## src/rtl/cache_mesi_pkg.sv

```systemverilog
// Shared MESI types and the snoop transition rule used by the cache line controller.
package cache_mesi_pkg;

  typedef enum logic [1:0] {
    I = 2'd0,
    S = 2'd1,
    E = 2'd2,
    M = 2'd3
  } mesi_t;

  typedef enum logic [1:0] {
    NONE    = 2'd0,
    BUSRD   = 2'd1,
    BUSRDX  = 2'd2,
    BUSUPGR = 2'd3
  } bus_cmd_t;

  typedef enum logic [1:0] {
    ST_IDLE   = 2'd0,
    ST_LOOKUP = 2'd1,
    ST_BUSREQ = 2'd2,
    ST_DONE   = 2'd3
  } fsm_t;

  typedef struct packed {
    mesi_t next;
    logic  flush;
  } snoop_res_t;

  // BusUpgr hitting an M line is a protocol error: drop the line without supplying data.
  function automatic snoop_res_t snoop_next(mesi_t cur, bus_cmd_t cmd);
    snoop_res_t r;
    r.next  = cur;
    r.flush = 1'b0;
    if (cur != I) begin
      case (cmd)
        BUSRD:   begin r.next = S; r.flush = (cur == M); end
        BUSRDX:  begin r.next = I; r.flush = (cur == M); end
        BUSUPGR: r.next = I;
        default: r.next = cur;
      endcase
    end
    return r;
  endfunction

endpackage

```

## src/rtl/cache_mesi_ctrl_if.sv

```systemverilog
// Processor, snoop and bus-arbiter signals of the MESI controller.
interface cache_mesi_ctrl_if #(
  parameter int NUM_LINES = 16
);
  localparam int IDX_W = $clog2(NUM_LINES);

  logic             pr_valid;
  logic             pr_wr;
  logic [IDX_W-1:0] pr_idx;
  logic             pr_ready;
  logic             pr_done;
  logic [1:0]       pr_state;

  logic [1:0]       sn_cmd;
  logic [IDX_W-1:0] sn_idx;
  logic             sn_flush;
  logic             sn_shared;

  logic             bus_req;
  logic [1:0]       bus_cmd;
  logic [IDX_W-1:0] bus_idx;
  logic             bus_gnt;
  logic             bus_c_in;

  // master is the controller, slave is the core/bus environment around it.
  modport master (
    input  pr_valid, pr_wr, pr_idx, sn_cmd, sn_idx, bus_gnt, bus_c_in,
    output pr_ready, pr_done, pr_state, sn_flush, sn_shared, bus_req, bus_cmd, bus_idx
  );

  modport slave (
    output pr_valid, pr_wr, pr_idx, sn_cmd, sn_idx, bus_gnt, bus_c_in,
    input  pr_ready, pr_done, pr_state, sn_flush, sn_shared, bus_req, bus_cmd, bus_idx
  );

endinterface

```

## src/rtl/mesi_state_array.sv

```systemverilog
// Per-line MESI state storage: two combinational read ports, two write ports.
module mesi_state_array
  import cache_mesi_pkg::*;
#(
  parameter  int NUM_LINES = 16,
  localparam int IDX_W     = $clog2(NUM_LINES)
) (
  input  logic             clk,
  input  logic             rstb,
  input  logic [IDX_W-1:0] pr_ridx_i,
  output mesi_t            pr_rdata_o,
  input  logic [IDX_W-1:0] sn_ridx_i,
  output mesi_t            sn_rdata_o,
  input  logic             pr_we_i,
  input  logic [IDX_W-1:0] pr_widx_i,
  input  mesi_t            pr_wdata_i,
  input  logic             sn_we_i,
  input  logic [IDX_W-1:0] sn_widx_i,
  input  mesi_t            sn_wdata_i
);

  mesi_t mem_q [NUM_LINES];

  assign pr_rdata_o = mem_q[pr_ridx_i];
  assign sn_rdata_o = mem_q[sn_ridx_i];

  always_ff @(posedge clk) begin
    if (!rstb) begin
      // NOTE: every entry is reset, unlike a data RAM: a line must read I after reset.
      for (int i = 0; i < NUM_LINES; i++) mem_q[i] <= I;
    end else begin
      // Processor write comes last so it overrides a snoop write to the same line.
      if (sn_we_i) mem_q[sn_widx_i] <= sn_wdata_i;
      if (pr_we_i) mem_q[pr_widx_i] <= pr_wdata_i;
    end
  end

endmodule

```

## src/rtl/cache_mesi_ctrl.sv

```systemverilog
// MESI controller for NUM_LINES lines: serves processor requests, arbitrates
// for the bus, and applies a snoop to any line every cycle.
module cache_mesi_ctrl
  import cache_mesi_pkg::*;
#(
  parameter int NUM_LINES = 16
) (
  input  logic              clk,
  input  logic              rstb,
  cache_mesi_ctrl_if.master io
);

  localparam int IDX_W = $clog2(NUM_LINES);

  fsm_t             state_q;
  logic             wr_q;
  logic [IDX_W-1:0] idx_q;
  bus_cmd_t         cmd_q;
  logic             bus_req_q;
  logic             pr_done_q;
  mesi_t            pr_state_q;
  logic             sn_flush_q;
  logic             sn_shared_q;

  mesi_t      pr_line;
  mesi_t      sn_line;
  bus_cmd_t   sn_cmd;
  snoop_res_t sn_res;
  logic       sn_same;
  logic       lookup_hit;
  mesi_t      grant_state;
  logic       pr_we_d;
  mesi_t      pr_wdata_d;

  assign sn_cmd      = bus_cmd_t'(io.sn_cmd);
  assign sn_res      = snoop_next(sn_line, sn_cmd);
  assign sn_same     = (sn_cmd != NONE) && (io.sn_idx == idx_q);
  assign lookup_hit  = wr_q ? (pr_line == M || pr_line == E) : (pr_line != I);
  assign grant_state = (cmd_q == BUSRD) ? (io.bus_c_in ? S : E) : M;

  always_comb begin
    // NOTE: defaults first so every path assigns both signals and no latch is inferred.
    pr_we_d    = 1'b0;
    pr_wdata_d = pr_line;
    case (state_q)
      ST_LOOKUP: if (!sn_same && wr_q && pr_line == E) begin
        pr_we_d    = 1'b1;
        pr_wdata_d = M;
      end
      ST_BUSREQ: if (io.bus_gnt) begin
        pr_we_d    = 1'b1;
        pr_wdata_d = grant_state;
      end
      default: pr_we_d = 1'b0;
    endcase
  end

  mesi_state_array #(.NUM_LINES(NUM_LINES)) u_arr (
    .clk        (clk),
    .rstb       (rstb),
    .pr_ridx_i  (idx_q),
    .pr_rdata_o (pr_line),
    .sn_ridx_i  (io.sn_idx),
    .sn_rdata_o (sn_line),
    .pr_we_i    (pr_we_d),
    .pr_widx_i  (idx_q),
    .pr_wdata_i (pr_wdata_d),
    .sn_we_i    (sn_cmd != NONE),
    .sn_widx_i  (io.sn_idx),
    .sn_wdata_i (sn_res.next)
  );

  // NOTE: non-blocking assignments so every register samples pre-edge values.
  always_ff @(posedge clk) begin
    if (!rstb) begin
      state_q     <= ST_IDLE;
      wr_q        <= 1'b0;
      idx_q       <= '0;
      cmd_q       <= NONE;
      bus_req_q   <= 1'b0;
      pr_done_q   <= 1'b0;
      pr_state_q  <= I;
      sn_flush_q  <= 1'b0;
      sn_shared_q <= 1'b0;
    end else begin
      sn_flush_q  <= sn_res.flush;
      sn_shared_q <= (sn_cmd != NONE) && (sn_line != I);
      pr_done_q   <= 1'b0;
      case (state_q)
        ST_IDLE: if (io.pr_valid) begin
          wr_q    <= io.pr_wr;
          idx_q   <= io.pr_idx;
          state_q <= ST_LOOKUP;
        end
        ST_LOOKUP: if (!sn_same) begin
          if (lookup_hit) begin
            pr_done_q  <= 1'b1;
            pr_state_q <= wr_q ? M : pr_line;
            state_q    <= ST_DONE;
          end else begin
            bus_req_q <= 1'b1;
            cmd_q     <= !wr_q ? BUSRD : ((pr_line == S) ? BUSUPGR : BUSRDX);
            state_q   <= ST_BUSREQ;
          end
        end
        ST_BUSREQ: begin
          if (io.bus_gnt) begin
            bus_req_q  <= 1'b0;
            pr_done_q  <= 1'b1;
            pr_state_q <= grant_state;
            state_q    <= ST_DONE;
          end else if (cmd_q == BUSUPGR && sn_same && (sn_cmd == BUSRDX || sn_cmd == BUSUPGR)) begin
            // Our shared copy was invalidated before the upgrade won the bus.
            cmd_q <= BUSRDX;
          end
        end
        ST_DONE: state_q <= ST_IDLE;
        default: state_q <= ST_IDLE;
      endcase
    end
  end

  assign io.pr_ready  = (state_q == ST_IDLE);
  assign io.pr_done   = pr_done_q;
  assign io.pr_state  = pr_state_q;
  assign io.sn_flush  = sn_flush_q;
  assign io.sn_shared = sn_shared_q;
  assign io.bus_req   = bus_req_q;
  assign io.bus_cmd   = cmd_q;
  assign io.bus_idx   = idx_q;

endmodule
```

## src/flat_wrapper.sv

```systemverilog
// flat-port wrapper written by rule: the top's interface ports become plain ports
module cache_mesi_ctrl_flat import cache_mesi_pkg::*;
#(
  parameter int NUM_LINES = 16
)
  (clk, rstb, io_pr_valid, io_pr_wr, io_pr_idx, io_sn_cmd, io_sn_idx, io_bus_gnt, io_bus_c_in, io_pr_ready, io_pr_done, io_pr_state, io_sn_flush, io_sn_shared, io_bus_req, io_bus_cmd, io_bus_idx);
  cache_mesi_ctrl_if #(.NUM_LINES(NUM_LINES)) io_i ();
  input  logic clk;
  input  logic rstb;
  input wire logic [$bits(io_i.pr_valid)-1:0] io_pr_valid;
  input wire logic [$bits(io_i.pr_wr)-1:0] io_pr_wr;
  input wire logic [$bits(io_i.pr_idx)-1:0] io_pr_idx;
  input wire logic [$bits(io_i.sn_cmd)-1:0] io_sn_cmd;
  input wire logic [$bits(io_i.sn_idx)-1:0] io_sn_idx;
  input wire logic [$bits(io_i.bus_gnt)-1:0] io_bus_gnt;
  input wire logic [$bits(io_i.bus_c_in)-1:0] io_bus_c_in;
  output wire logic [$bits(io_i.pr_ready)-1:0] io_pr_ready;
  output wire logic [$bits(io_i.pr_done)-1:0] io_pr_done;
  output wire logic [$bits(io_i.pr_state)-1:0] io_pr_state;
  output wire logic [$bits(io_i.sn_flush)-1:0] io_sn_flush;
  output wire logic [$bits(io_i.sn_shared)-1:0] io_sn_shared;
  output wire logic [$bits(io_i.bus_req)-1:0] io_bus_req;
  output wire logic [$bits(io_i.bus_cmd)-1:0] io_bus_cmd;
  output wire logic [$bits(io_i.bus_idx)-1:0] io_bus_idx;
  assign io_i.pr_valid = io_pr_valid;
  assign io_i.pr_wr = io_pr_wr;
  assign io_i.pr_idx = io_pr_idx;
  assign io_i.sn_cmd = io_sn_cmd;
  assign io_i.sn_idx = io_sn_idx;
  assign io_i.bus_gnt = io_bus_gnt;
  assign io_i.bus_c_in = io_bus_c_in;
  assign io_pr_ready = io_i.pr_ready;
  assign io_pr_done = io_i.pr_done;
  assign io_pr_state = io_i.pr_state;
  assign io_sn_flush = io_i.sn_flush;
  assign io_sn_shared = io_i.sn_shared;
  assign io_bus_req = io_i.bus_req;
  assign io_bus_cmd = io_i.bus_cmd;
  assign io_bus_idx = io_i.bus_idx;
  cache_mesi_ctrl #(.NUM_LINES(NUM_LINES)) u_core (.clk(clk), .rstb(rstb), .io(io_i));
endmodule
```

## config.mk

```make
export PLATFORM = sky130hd
export DESIGN_NAME = cache_mesi_ctrl_flat
export DESIGN_NICKNAME = d
export VERILOG_FILES = /design/src/rtl/cache_mesi_pkg.sv /design/src/rtl/cache_mesi_ctrl_if.sv /design/src/rtl/mesi_state_array.sv /design/src/rtl/cache_mesi_ctrl.sv /design/src/flat_wrapper.sv
export SDC_FILE = /design/constraint.sdc
export NUM_CORES = 1
export LEC_CHECK = 0
export BUFFER_PORTS_ARGS = -buffer_cell sky130_fd_sc_hd__buf_4
export CAP_MARGIN = 20
export CORE_ASPECT_RATIO = 0.75
export CORE_MARGIN = 4
export CORE_UTILIZATION = 34
export DETAILED_ROUTE_END_ITERATION = 8
export GPL_TIMING_DRIVEN = 0
export PLACE_DENSITY = 0.52
export SYNTH_ARGS = -nofsm -noshare
export SYNTH_HDL_FRONTEND = slang
export SYNTH_HIERARCHICAL = 1
export SYNTH_SLANG_ARGS = --single-unit
```

## constraint.sdc

```tcl
create_clock -name clk -period 7.45 [get_ports clk]
set_input_delay 0.3725 -clock clk [delete_from_list [all_inputs] [get_ports clk]]
set_output_delay 0.3725 -clock clk [all_outputs]
set_load 0.01 [all_outputs]
```

==> tab_implementation.tex, run 1 <==
\begin{tabular}{lr}
\hline
Metric & Value \\
\hline
\multicolumn{2}{l}{\textbf{Cells and area}} \\
\quad Combined flip-flop and latch cell area & approximately 1300 um\^{}2 \\
\quad Fill cell count & just under 1000 \\
\quad Final Net Count & 395 \\
\quad Footprint of the multi-input gates & about 2100 um\^{}2 \\
\quad Number of antenna diodes & 0 \\
\quad Core Util, Final & between 40 and 50\% \\
\quad Area delta synth->final & 15.4\% \\
\quad Fraction of final layout cells with drive strength greater than 1 & approximately 16\% \\
\quad Post-route insts no fill & between 500 and 600 \\
\multicolumn{2}{l}{\textbf{Critical path}} \\
\quad Crit Reg-Reg Endpoint & u\_core/u\_arr/mem\_q[0][0]\$\_DFFE\_PP\_ \\
\quad Classification of the worst setup path & reg2reg \\
\quad Worst R2R Start & u\_core/io.bus\_idx[1]\$\_SDFFE\_PN0P\_ \\
\quad Logic depth of the worst register-to-register path & 12 \\
\quad Required time of the critical path & $\sim$7.5 ns \\
\quad Arrival time at the worst endpoint & approximately 4.3 ns \\
\quad Crit end category & register \\
\quad Sort of element at the start of the critical path & register \\
\quad R2R setup slack & $\sim$3.2 ns \\
\quad CP Max Fanout & 11 \\
\multicolumn{2}{l}{\textbf{Route}} \\
\quad Total detailed-routing wirelength & $\sim$11 mm \\
\quad Starting DRT DRC Count & about 260 \\
\quad Overall via count from detail\_route & 2972 \\
\quad \# DRC & 0 \\
\quad First-pass DRT Iterations & 4 \\
\quad Via density per instance & 5.90 \\
\quad Antenna-violating nets left & 0 \\
\quad WL/cell & approximately 22 um \\
\multicolumn{2}{l}{\textbf{Clocking}} \\
\quad Clock tree from TritonCTS & yes \\
\quad CTS Root Buffer Type & sky130\_fd\_sc\_hd\_\_clkbuf\_16 \\
\quad Post-CTS sizing & 0 \\
\quad Setup bufs post-CTS & 0 \\
\quad \# hold bufs at CTS & 0 \\
\quad CTS buffer count & 5 \\
\quad Reg clk slew, reported paths & around 0.06 ns \\
\quad Longest Clk Path Bufs & 2 \\
\quad Clock Latency Late Sink & between 0.2 and 0.3 ns \\
\quad CTS H-Tree Depth & 2 \\
\quad Clock Sink Count & 47 \\
\multicolumn{2}{l}{\textbf{Synth}} \\
\quad Distinct cell type count after synthesis & 58 \\
\quad Most instantiated flip-flop cell in the synthesis netlist & sky130\_fd\_sc\_hd\_\_edfxtp\_1 \\
\quad Leading cell types by total area after synthesis & sky130\_fd\_sc\_hd\_\_edfxtp\_1 (28\%), sky130\_fd\_sc\_hd\_\_mux4\_1 (9.1\%), sky130\_fd\_sc\_hd\_\_dfxtp\_1 (8.7\%), sky130\_fd\_sc\_hd\_\_o2bb2ai\_1 (3.5\%), sky130\_fd\_sc\_hd\_\_nand3\_1 (3.5\%) \\
\quad Share of synthesized area occupied by flip-flops and latches & 36.4\% \\
\quad Top-area cell type share of the netlist area & between 20 and 30\% \\
\quad Number of enable flip-flop cells after synthesis & 32 \\
\quad Most frequent cell after synthesis & sky130\_fd\_sc\_hd\_\_edfxtp\_1 \\
\quad Mean post-synth cell area & slightly above 10 um\^{}2 \\
\quad Post-synth design cell area & 3470 um\^{}2 \\
\quad FF+latch count, synth & 47 \\
\quad Share of synthesized registers carrying an async set or reset & 0\% \\
\quad Synthesized netlist cell count & 336 \\
\quad Top cell types by occurrence after synthesis & sky130\_fd\_sc\_hd\_\_edfxtp\_1 (32), sky130\_fd\_sc\_hd\_\_nand2\_1 (31), sky130\_fd\_sc\_hd\_\_nand3\_1 (24), sky130\_fd\_sc\_hd\_\_o21ai\_0 (21), sky130\_fd\_sc\_hd\_\_nor2\_1 (16) \\
\quad Total nets after synthesis & 360 \\
\quad Yosys top cell by area & sky130\_fd\_sc\_hd\_\_edfxtp\_1 \\
\quad Yosys warning count & 6 \\
\multicolumn{2}{l}{\textbf{Global route}} \\
\quad Number of antenna violations at the first check in global routing & 0 \\
\quad Largest net degree at the start of global routing & 15 \\
\quad Via count of the first global-routing pass & about 2900 \\
\quad Global routing usage summed across all routing layers & between 10\% and 20\% \\
\quad Wire length of the first global-routing pass & 17.0 mm \\
\quad Remaining global-route overflow & 0 \\
\multicolumn{2}{l}{\textbf{Hold path}} \\
\quad Worst hold path stage count & 3 \\
\quad Worst hold path type & in2reg \\
\quad HP Start & io\_pr\_wr \\
\quad Worst min-delay path endpoint & u\_core/wr\_q\$\_SDFFE\_PN0P\_ \\
\multicolumn{2}{l}{\textbf{Outcome}} \\
\quad Run status & finished, final reports clean \\
\multicolumn{2}{l}{\textbf{Die}} \\
\quad Die H & about 95 um \\
\quad Starting density of the core & 35.3\% \\
\quad X dimension of the die & $\sim$120 um \\
\quad Placement Rows & 31 \\
\quad Die Footprint & 11900 um\^{}2 \\
\quad Ports & 29 \\
\quad Core Region & approximately 10000 um\^{}2 \\
\multicolumn{2}{l}{\textbf{STA}} \\
\quad Count of final max-slew check failures & 0 \\
\quad Slew of the pin with the lowest slew margin & a little under 0.7 ns \\
\quad Number of hold-slack violations in the final timing report & 0 \\
\quad Relative slew slack & 54.0\% \\
\quad Peak clock frequency supported by timing & $\sim$0.23 GHz \\
\quad Number of setup violations in the final report & 0 \\
\quad Shortest clock period the worst path allows after layout & about 4.3 ns \\
\quad Setup repair after global routing missed its margin & false \\
\quad Clock skew & around 0.0062 ns \\
\quad Setup TNS Final & 0 ns \\
\quad Final period utilization & 57.1\% \\
\multicolumn{2}{l}{\textbf{Placed design}} \\
\quad Post-DP HPWL & 8.10 mm \\
\quad Placer's final routability congestion estimate & 0.900 \\
\quad Number of input and output port buffers inserted & 28 \\
\quad Number of placed cells counting well taps & around 500 \\
\multicolumn{2}{l}{\textbf{Run}} \\
\quad Count of maximum capacitance violations & 0 \\
\multicolumn{2}{l}{\textbf{Pwr}} \\
\quad Lkg Pwr & between 1 and 1.5 nW \\
\quad Pwr Total & a little under 1 mW \\
\quad Pwr/cell area & 244 nW/um\^{}2 \\
\quad Worst-case vdd ir drop & between 100 and 150 uV \\
\hline
\end{tabular}
-- critical path, cell delays in order, from the launching register on --
cell and delay, ns:
sky130_fd_sc_hd__dfxtp_1 0.64, sky130_fd_sc_hd__clkbuf_1 0.48, sky130_fd_sc_hd__mux4_2 0.39, sky130_fd_sc_hd__a22oi_1 0.26
sky130_fd_sc_hd__nand3_1 0.24, sky130_fd_sc_hd__nor2b_1 0.21, sky130_fd_sc_hd__and2_1 0.18, sky130_fd_sc_hd__a32oi_1 0.10
sky130_fd_sc_hd__nor2b_1 0.56, sky130_fd_sc_hd__nand4bb_1 0.15, sky130_fd_sc_hd__clkbuf_2 0.24, sky130_fd_sc_hd__nor3_1 0.28
sky130_fd_sc_hd__nand3b_1 0.21
-- logic make-up (layout without fill, tap and decap cells) --
family	count (synthesis)	in the layout	synth area share (%)
compound gates	92	92	19.6
xor+xnor	4	4	1.01
fa+ha+maj	8	8	2.89
buf+inv	31	67	4.26
simple gates	134	134	23.1
flops	47	47	36.4
mux	20	20	12.8
-- stage by stage --
stage          setup slack [ns]  hold WS [ns]  cell area [um^2]
3_5_place_dp               3.28         0.460              3840
6_report                   3.19         0.349              4000
2_1_floorplan              4.06         0.468              3470
5_1_grt                    2.94         0.363              4000
4_1_cts                    3.25         0.348              4000
3_3_place_gp               3.27         0.451              3840
-- state kept, by name, summed over array words and instances (netlist names) --
| signal | count |
|---|---|
| u_core/io.sn_shared | 1 |
| u_core/io.bus_idx | 4 |
| u_core/io.pr_state | 2 |
| u_core/u_arr/mem_q | 32 |
| u_core/state_q | 2 |
| u_core/io.bus_cmd | 2 |
| u_core/io.pr_done | 1 |
| u_core/io.bus_req | 1 |
| u_core/io.sn_flush | 1 |
| u_core/wr_q | 1 |
-- area by class of cell --
cell class	count	area share [%]
Clock buffer	8	3.94
Timing Repair Buffer	28	5.25
Multi-Input combinational cell	258	51.5
Tap cell	132	4.13
Sequential cell	47	31.5
Buffer	24	3.03
Inverter	7	0.657
-- worst max-delay path by stage --
stage                                      start                                 end  slack, ns
2_1_floorplan  u_core/io.bus_idx[0]$_SDFFE_PN0P_  u_core/u_arr/mem_q[0][0]$_DFFE_PP_       4.06
3_3_place_gp   u_core/io.bus_idx[1]$_SDFFE_PN0P_  u_core/u_arr/mem_q[0][0]$_DFFE_PP_       3.27
3_5_place_dp   u_core/io.bus_idx[1]$_SDFFE_PN0P_  u_core/u_arr/mem_q[0][0]$_DFFE_PP_       3.28
4_1_cts        u_core/io.bus_idx[1]$_SDFFE_PN0P_  u_core/u_arr/mem_q[0][0]$_DFFE_PP_       3.25
5_1_grt        u_core/io.bus_idx[1]$_SDFFE_PN0P_  u_core/u_arr/mem_q[0][1]$_DFFE_PP_       2.94
6_report       u_core/io.bus_idx[1]$_SDFFE_PN0P_  u_core/u_arr/mem_q[0][0]$_DFFE_PP_       3.19
-- cell usage in the layout, fill, tap and decap left out, drive strengths merged, types with 12 or more instances in the layout --
cell     instances
clkbuf          20
nand3           24
dfxtp           15
buf             40
o21ai           26
edfxtp          32
o221ai          12
nand2           32
nor2            16
mux4            16
nor2b           12
o2bb2ai         14
-- report_power, final --
part	switching (mW)	leakage [nW]	total [mW]	internal [mW]
clock	0.0916	0.0763	0.237	0.145
sequential	0.0380	0.454	0.345	0.307
combinational	0.244	0.915	0.395	0.150
total	0.374	1.45	0.976	0.602
-- routing by layer --
layer	GRT usage [%]	wire length, um
met1	29.4	5760
met2	25.8	4240
met3	4.03	767
met4	4.47	109
met5	0	0
(Power assumes the default switching activity.)
==> run 2: changes to the inputs <==
==> constraint.sdc (replaced) <==
create_clock -name clk -period 4.3 [get_ports clk]
set_input_delay 0.215 -clock clk [delete_from_list [all_inputs] [get_ports clk]]
set_output_delay 0.215 -clock clk [all_outputs]
set_load 0.01 [all_outputs]
==> tab_implementation.tex, run 2 (synthesized netlist as in run 1, its figures left out) <==
\begin{tabular}{lr}
\hline
Metric & Value \\
\hline
\multicolumn{2}{l}{\textbf{Route}} \\
\quad Overall via count from detail\_route & between 2000 and 3000 \\
\quad Total detailed-routing wirelength & around 11 mm \\
\quad Starting DRT DRC Count & about 250 \\
\quad WL/cell & approximately 22 um \\
\quad First-pass DRT Iterations & 4 \\
\quad \# DRC & 0 \\
\quad Antenna-violating nets left & 0 \\
\quad Via density per instance & a little under 6 \\
\multicolumn{2}{l}{\textbf{Die}} \\
\quad Die Footprint & approximately 12000 um\^{}2 \\
\quad Core Region & 9810 um\^{}2 \\
\quad Placement Rows & 31 \\
\quad Starting density of the core & a little over a third \\
\quad Ports & 29 \\
\quad X dimension of the die & around 120 um \\
\quad Die H & approximately 95 um \\
\multicolumn{2}{l}{\textbf{Cells and area}} \\
\quad Footprint of the multi-input gates & 2060 um\^{}2 \\
\quad Most common cell after layout, fill and taps aside & sky130\_fd\_sc\_hd\_\_edfxtp\_1 \\
\quad Core Util, Final & between 40\% and 50\% \\
\quad Fraction of final layout cells with drive strength greater than 1 & 16.7\% \\
\quad Commonest cells after routing, fill and taps aside & sky130\_fd\_sc\_hd\_\_edfxtp\_1 (32), sky130\_fd\_sc\_hd\_\_nand2\_1 (31), sky130\_fd\_sc\_hd\_\_buf\_4 (30), sky130\_fd\_sc\_hd\_\_nand3\_1 (24), sky130\_fd\_sc\_hd\_\_o21ai\_0 (21) \\
\quad Combined flip-flop and latch cell area & approximately 1300 um\^{}2 \\
\quad Number of antenna diodes & 0 \\
\quad Most flops, register & u\_core/u\_arr/mem\_q \\
\quad Fill cell count & $\sim$990 \\
\quad Area delta synth->final & 15.4\% \\
\quad Largest register FFs & 32 \\
\quad Final Net Count & about 400 \\
\quad Final Cell Area & 4000 um\^{}2 \\
\quad Post-route insts no fill & $\sim$500 \\
\multicolumn{2}{l}{\textbf{Pwr}} \\
\quad Lkg Pwr & 1.45 nW \\
\quad Pwr/cell area & 423 nW/um\^{}2 \\
\quad Worst-case vdd ir drop & roughly 170 uV \\
\multicolumn{2}{l}{\textbf{Run}} \\
\quad Count of maximum capacitance violations & 0 \\
\multicolumn{2}{l}{\textbf{Placed design}} \\
\quad Number of input and output port buffers inserted & 28 \\
\quad Number of placed cells counting well taps & roughly 500 \\
\quad Post-placement cell area & $\sim$3800 um\^{}2 \\
\quad Post-DP HPWL & 8.10 mm \\
\quad Placer's final routability congestion estimate & between 0.9 and 1 \\
\multicolumn{2}{l}{\textbf{Clocking}} \\
\quad Clock Sink Count & 47 \\
\quad Longest Clk Path Bufs & 2 \\
\quad CTS Root Buffer Type & sky130\_fd\_sc\_hd\_\_clkbuf\_16 \\
\quad CTS buffer count & 5 \\
\quad Clock tree from TritonCTS & yes \\
\quad Reg clk slew, reported paths & roughly 0.06 ns \\
\quad Clock Latency Late Sink & between 0.2 and 0.3 ns \\
\quad CTS H-Tree Depth & 2 \\
\multicolumn{2}{l}{\textbf{Global route}} \\
\quad Largest net degree at the start of global routing & 15 \\
\quad Wire length of the first global-routing pass & 17.0 mm \\
\quad Global routing usage summed across all routing layers & between 10\% and 20\% \\
\quad Via count of the first global-routing pass & between 2000 and 3000 \\
\quad Remaining global-route overflow & 0 \\
\quad Number of antenna violations at the first check in global routing & 0 \\
\multicolumn{2}{l}{\textbf{Critical path}} \\
\quad Classification of the worst setup path & reg2reg \\
\quad Sort of element at the start of the critical path & register \\
\quad Arrival time at the worst endpoint & $\sim$4 ns \\
\quad Crit end category & register \\
\quad CP Max Fanout & 11 \\
\quad Required time of the critical path & $\sim$4.3 ns \\
\multicolumn{2}{l}{\textbf{STA}} \\
\quad Worst Hold Margin & approximately 0.19 ns \\
\quad Count of final max-slew check failures & 0 \\
\quad Number of hold-slack violations in the final timing report & 0 \\
\quad Shortest clock period the worst path allows after layout & around 4.0 ns \\
\quad Relative slew slack & 55.4\% \\
\quad Final period utilization & 94.0\% \\
\quad Clock skew & between 0.006 and 0.007 ns \\
\quad Setup repair after global routing missed its margin & false \\
\quad Number of setup violations in the final report & 0 \\
\quad Setup TNS Final & 0 ns \\
\quad Peak clock frequency supported by timing & around 0.25 GHz \\
\quad Slew of the pin with the lowest slew margin & 0.667 ns \\
\multicolumn{2}{l}{\textbf{Outcome}} \\
\quad Run status & finished, final reports clean \\
\multicolumn{2}{l}{\textbf{Hold path}} \\
\quad Worst hold path type & in2reg \\
\hline
\end{tabular}
[run 2: cell counts in the layout (fill, tap and decap cells not counted)]
No cell type changed its count.
[run 2: final timing paths]
path	startpoint	endpoint	slack, ns	cells after the start
min	io_pr_wr	u_core/wr_q$_SDFFE_PN0P_	0.19	3
min reg2reg	u_core/io.bus_req$_SDFFE_PN0P_	u_core/io.bus_req$_SDFFE_PN0P_	0.47	2
max reg2reg	u_core/io.bus_idx[1]$_SDFFE_PN0P_	u_core/u_arr/mem_q[0][0]$_DFFE_PP_	0.26	12
max	u_core/io.bus_idx[1]$_SDFFE_PN0P_	u_core/u_arr/mem_q[0][0]$_DFFE_PP_	0.26	12
[run 2: through the flow]
| step | power (mW) | worst slack (ns) |
|---|---|---|
| 2_1_floorplan | 1.04 | 0.908 |
| 3_3_place_gp | 1.27 | 0.116 |
| 3_5_place_dp | 1.28 | 0.127 |
| 4_1_cts | 1.69 | 0.104 |
| 5_1_grt | 1.79 | 0.00505 |
| 6_report | 1.69 | 0.258 |
[run 2: final cells by class]
class                      count  share of cell area (%)
buffer                        24                    3.03
clock buffer                   8                    3.94
inverter                       7                   0.656
multi-input combinational    258                    51.5
sequential                    47                    31.5
tap                          132                    4.12
timing repair buffer          28                    5.25
[run 2: power by group]
part	switching, mW	leakage [nW]	internal [mW]
Sequential	0.0659	0.454	0.532
Combinational	0.423	0.916	0.262
Clock	0.158	0.0763	0.251
Total	0.647	1.45	1.04
[run 2: routing by layer]
metal	global-route usage, %	part of all wire [%]	up-vias
li1	-	-	1414
met1	29.4	53	1442
met2	25.8	39	100
met3	4.03	6.5	11
met4	4.47	1.0	0
met5	0	0	-
[run 2: worst max-delay path, cell delays in order (launching register included)]
cell,delay (ns)
sky130_fd_sc_hd__dfxtp_1,0.64
sky130_fd_sc_hd__clkbuf_1,0.48
sky130_fd_sc_hd__mux4_2,0.39
sky130_fd_sc_hd__a22oi_1,0.26
sky130_fd_sc_hd__nand3_1,0.24
sky130_fd_sc_hd__nor2b_1,0.21
sky130_fd_sc_hd__and2_1,0.18
sky130_fd_sc_hd__a32oi_1,0.12
sky130_fd_sc_hd__nor2b_2,0.38
sky130_fd_sc_hd__nand4bb_1,0.14
sky130_fd_sc_hd__clkbuf_2,0.22
sky130_fd_sc_hd__nor3_1,0.28
sky130_fd_sc_hd__nand3b_1,0.21
[run 2: timing repair]
action,CTS,global route
setup buffers,0,0
hold buffers,0,0
endpoints found under the setup margin,0,50
gates resized for setup,0,1
